### config.mk
export PLATFORM = sky130hd
export DESIGN_NAME = sequential_divider_param
export DESIGN_NICKNAME = d
export VERILOG_FILES = /design/src/rtl/sequential_divider_param.sv
export SDC_FILE = /design/constraint.sdc
export NUM_CORES = 1
export LEC_CHECK = 0
export BUFFER_PORTS_ARGS = -buffer_cell sky130_fd_sc_hd__buf_2
export CAP_MARGIN = 15
export CORE_ASPECT_RATIO = 0.6
export CORE_MARGIN = 2
export CORE_UTILIZATION = 23
export DETAILED_ROUTE_END_ITERATION = 10
export PLACE_DENSITY_LB_ADDON = 0.08
export RECOVER_POWER = 100
export SETUP_SLACK_MARGIN = 0.1
export SYNTH_ARGS = -nofsm -noshare
export SYNTH_HDL_FRONTEND = slang
export SYNTH_SLANG_ARGS = --single-unit
### constraint.sdc
create_clock -name clk -period 2.5 [get_ports clk]
set_input_delay 0.125 -clock clk [delete_from_list [all_inputs] [get_ports clk]]
set_output_delay 0.125 -clock clk [all_outputs]
set_load 0.05 [all_outputs]
### src/rtl/sequential_divider_param.sv
// Sequential restoring divider producing a Q_W-bit unsigned fraction floor(N*2^Q_W/D),
// saturating at full scale, with busy/done handshake, divide-by-zero flag and optional rounding.
module sequential_divider_param #(
    parameter int unsigned DATA_W        = 16,
    parameter int unsigned Q_W           = 8,
    parameter int unsigned ROUND_NEAREST = 0
) (
    input  logic              clk,
    input  logic              rst,
    input  logic              sample_now,
    input  logic [DATA_W-1:0] divisor,
    input  logic [DATA_W-1:0] oscillator_out,
    output logic [Q_W-1:0]    q_out,
    output logic              busy,
    output logic              done,
    output logic              div_by_zero
);

    localparam int unsigned REM_W = DATA_W + 1;
    localparam int unsigned CNT_W = $clog2(Q_W + 1);

    typedef enum logic [1:0] {
        IDLE,
        CALC,
        FINISH
    } state_t;

    state_t             state_q, state_nxt;
    logic [DATA_W-1:0]  d_q, d_nxt;
    logic [DATA_W-1:0]  n_q, n_nxt;
    logic [REM_W-1:0]   rem_q, rem_nxt;
    logic [Q_W-1:0]     quo_q, quo_nxt;
    logic [CNT_W-1:0]   cnt_q, cnt_nxt;
    logic [Q_W-1:0]     q_out_nxt;
    logic               busy_nxt;
    logic               done_nxt;
    logic               dz_nxt;

    logic [REM_W-1:0]   rem_shift;
    logic [REM_W-1:0]   d_ext;
    logic               bit_set;
    logic [REM_W:0]     rem_dbl;
    logic               round_up;
    logic [Q_W-1:0]     quo_rounded;

    // State and datapath registers
    always_ff @(posedge clk) begin
        if (rst) begin
            state_q     <= IDLE;
            d_q         <= '0;
            n_q         <= '0;
            rem_q       <= '0;
            quo_q       <= '0;
            cnt_q       <= '0;
            q_out       <= '0;
            busy        <= 1'b0;
            done        <= 1'b0;
            div_by_zero <= 1'b0;
        end else begin
            state_q     <= state_nxt;
            d_q         <= d_nxt;
            n_q         <= n_nxt;
            rem_q       <= rem_nxt;
            quo_q       <= quo_nxt;
            cnt_q       <= cnt_nxt;
            q_out       <= q_out_nxt;
            busy        <= busy_nxt;
            done        <= done_nxt;
            div_by_zero <= dz_nxt;
        end
    end

    // Next-state, iteration step and result selection
    always_comb begin
        state_nxt = state_q;
        d_nxt     = d_q;
        n_nxt     = n_q;
        rem_nxt   = rem_q;
        quo_nxt   = quo_q;
        cnt_nxt   = cnt_q;
        q_out_nxt = q_out;
        busy_nxt  = busy;
        done_nxt  = 1'b0;
        dz_nxt    = div_by_zero;

        d_ext     = REM_W'(d_q);
        rem_shift = {rem_q[DATA_W-1:0], 1'b0};
        bit_set   = (rem_shift >= d_ext);

        // Round half-up: remainder at least half the divisor
        rem_dbl     = {rem_q, 1'b0};
        round_up    = (ROUND_NEAREST != 0) && (rem_dbl >= (REM_W + 1)'(d_q));
        quo_rounded = quo_q;
        if (round_up && !(&quo_q)) begin
            quo_rounded = quo_q + Q_W'(1);
        end

        case (state_q)
            IDLE: begin
                if (sample_now) begin
                    d_nxt     = divisor;
                    n_nxt     = oscillator_out;
                    rem_nxt   = REM_W'(oscillator_out);
                    quo_nxt   = '0;
                    cnt_nxt   = '0;
                    dz_nxt    = 1'b0;
                    busy_nxt  = 1'b1;
                    state_nxt = CALC;
                end
            end
            CALC: begin
                rem_nxt = bit_set ? (rem_shift - d_ext) : rem_shift;
                quo_nxt = {quo_q[Q_W-2:0], bit_set};
                cnt_nxt = cnt_q + CNT_W'(1);
                if (cnt_q == CNT_W'(Q_W - 1)) begin
                    state_nxt = FINISH;
                end
            end
            FINISH: begin
                done_nxt  = 1'b1;
                busy_nxt  = 1'b0;
                state_nxt = IDLE;
                if (d_q == '0) begin
                    q_out_nxt = '1;
                    dz_nxt    = 1'b1;
                end else if (n_q >= d_q) begin
                    q_out_nxt = '1;
                end else begin
                    q_out_nxt = quo_rounded;
                end
            end
            default: begin
                state_nxt = IDLE;
                busy_nxt  = 1'b0;
            end
        endcase
    end

endmodule

==> reports/metrics.csv <==
metric;value;unit
dpl.hpwl;10.6;mm
postCtsHoldBufs;0;
gp_congestion;0.879;
grt_pass1_vias;3626;
first_iter_violations;204;
route.detailed.drc;0;
critical_path_class;register to register;
min_path_type;input port to register;
path_cells;inv_1 > ha_1 > a21o_1 > a211o_1 > a41o_4 > clkbuf_16 > o31ai_1 > a31oi_1;
wl;14.2;mm
gr-usage-all-layers;14.9;%
cts_tree;built;
crit_path_top_delay_cell;ha_1;
drv_cap;0;
root_buffer;clkbuf_16;
start_util;23.8;%
async_flop_share;0;%
syn_inst;526;
tightestPinTransition;896;ps
grt_max_degree;35;
num_io_pins;46;
pre_cts_ws;37.9;ps
htreeDepth;3;
min_period_over_period;93.5;%
synthTopCellsByArea;dfxtp_1 35%, ha_1 10%, a21oi_1 8.3%;
num_vias;3900;
insertion_delay;340;ps
ys.flop_type;dfxtp_1;
dieWidth;177;um
port_buffers;45;
yosys_warnings;0;
ant_nets;0;
vias_per_cell;4.72;
coreArea;17400;um2
antenna_found_initial;0;
critPathCaptureType;register;
synth_most_common_cell;nand2_1;
final_nets;656;
grt_pass1_wl;21.3;mm
slew_headroom;40.3;%
synth_seq_cells;73;
area_delta_synth_final;29.1;%
drive_above_1_share;20.3;%
ir_drop;0.000390;V
clock_path_buffers;2;
synth-edff-count;0;
seq_area_frac_synth;35.3;%
period_needed;2340;ps
power_density;795;nW/um2
status;completed;
n_antenna_cell;0;
setup_viol;0;
dieArea;19100;um2
clkSinkCount;73;
clkTransAtPathRegs;60;ps
cp_top_family;compound AO/OA/AOI/OAI gates;
max_freq;428;MHz
yosysTopAreaCell;dfxtp_1;
worst_slack;162;ps
final_hold_viol_count;0;
wl_per_cell;17.2;um
rsz0062_at_grt;no;
synthDistinctLibCells;59;
start_kind;register;
dr.pass1.iters;5;
synth_area_per_cell;7.88;um2
cp_num_buf_inv;2;
fin_tns_setup;0;ps
drv_slew;0;
rows;37;
cp.arrival;2550;ps
syn_area;4140;um2
yosysTopAreaCellShare;35.3;%
p_leak;2.11;nW
netlist_top_cells_count;83 x nand2_1, 73 x dfxtp_1, 69 x a21oi_1;
path_max_fanout;11;
overflow;0;
syn_nets;595;
slowest_delay;380;ps
cts_buffers;9;
fin_skew;8.78;ps
crit_required;2710;ps
die_h;108;um
cell type report:
type / instances / area (um2)
clock buffers: 12 / 267
clock inverters: 4 / 48.8
fillers: 1948 / 12100
inverters: 35 / 131
multi-input cells: 388 / 2610
flip-flops and latches: 73 / 1470
well taps: 234 / 293
repair buffers: 80 / 537
per-stage QoR:
step,cell area [um2],power (mW),hold WS (ps),instances,util (%)
3_3_place_gp,4800,2.67,365,807,27.6
4_1_cts,5140,4.08,13.0,823,29.5
6_report,5350,4.25,16.9,826,30.7
3_5_place_dp,4800,2.66,376,807,27.6
2_1_floorplan,4140,2.25,261,526,-
5_1_grt,5350,4.51,23.9,826,30.7
where the power goes:
| group | switching, mW | total, mW | internal (mW) |
|---|---|---|---|
| Sequential | 0.0916 | 1.34 | 1.25 |
| Clock | 0.519 | 1.37 | 0.855 |
| Combinational | 0.799 | 1.54 | 0.742 |
| Total | 1.41 | 4.25 | 2.84 |
flip-flops by register name, summed over array words and instances (netlist names):
signal,count
busy,1
cnt_q,4
d_q,16
div_by_zero,1
done,1
n_q,16
q_out,8
quo_q,8
rem_q,16
state_q,2
layout by cell type, fill, tap and decap left out, types with 7 or more instances in the layout:
cell type   n
a211oi_1    9
a21oi_1    67
buf_2      34
buf_4      27
clkbuf_1   13
clkbuf_16  11
dfxtp_1    70
ha_1       24
ha_4        9
inv_1      32
mux2i_1     9
nand2_1    83
nand2b_1    9
nand3_1     7
nor2_1     39
nor2b_1    12
o21ai_0    15
o22ai_1    12
xnor2_1    10
routing by layer:
metal  vias to the layer above  global-route usage, %  part of all wire, %
met3                        12                   2.92                  3.7
met1                      1847                   23.1                   56
met5                         -                      0                    0
met2                        77                   20.7                   40
li1                       1964                      -                    -
met4                         0                   3.34                  1.0
worst paths after layout:
kind | startpoint | end | slack (ps) | cells after the start
max | d_q[14] | rem_q[12] | 160 | 8
min | divisor[0] | d_q[0] | 20 | 3
max reg2reg | d_q[14] | rem_q[12] | 160 | 8
min reg2reg | quo_q[1] | quo_q[1] | 450 | 2
worst reg2reg max path: stages (launching register included):
cell and delay, ps:
dfxtp_1 360, inv_1 90, ha_1 380, a21o_1 230, a211o_1 340, a41o_4 300
clkbuf_16 180, o31ai_1 270, a31oi_1 60
timing repair:
action                                  CTS  global route
cloned                                    0             2
resized for setup                         4            32
buffers inserted                          0             1
pin swaps                                 0             7
endpoints found under the setup margin    6            18
logic make-up after synthesis:
family	Yosys count	synth area share (%)
AND/OR/NAND/NOR	174	18.7
AO/OA/AOI/OAI	156	23.6
flip-flops	73	35.3
buffers and inverters	65	6.64
adder cells (fa/ha/maj)	34	10.4
XOR/XNOR	14	2.96
multiplexers	10	2.45
No activity file was read; power rests on OpenSTA's default activity.
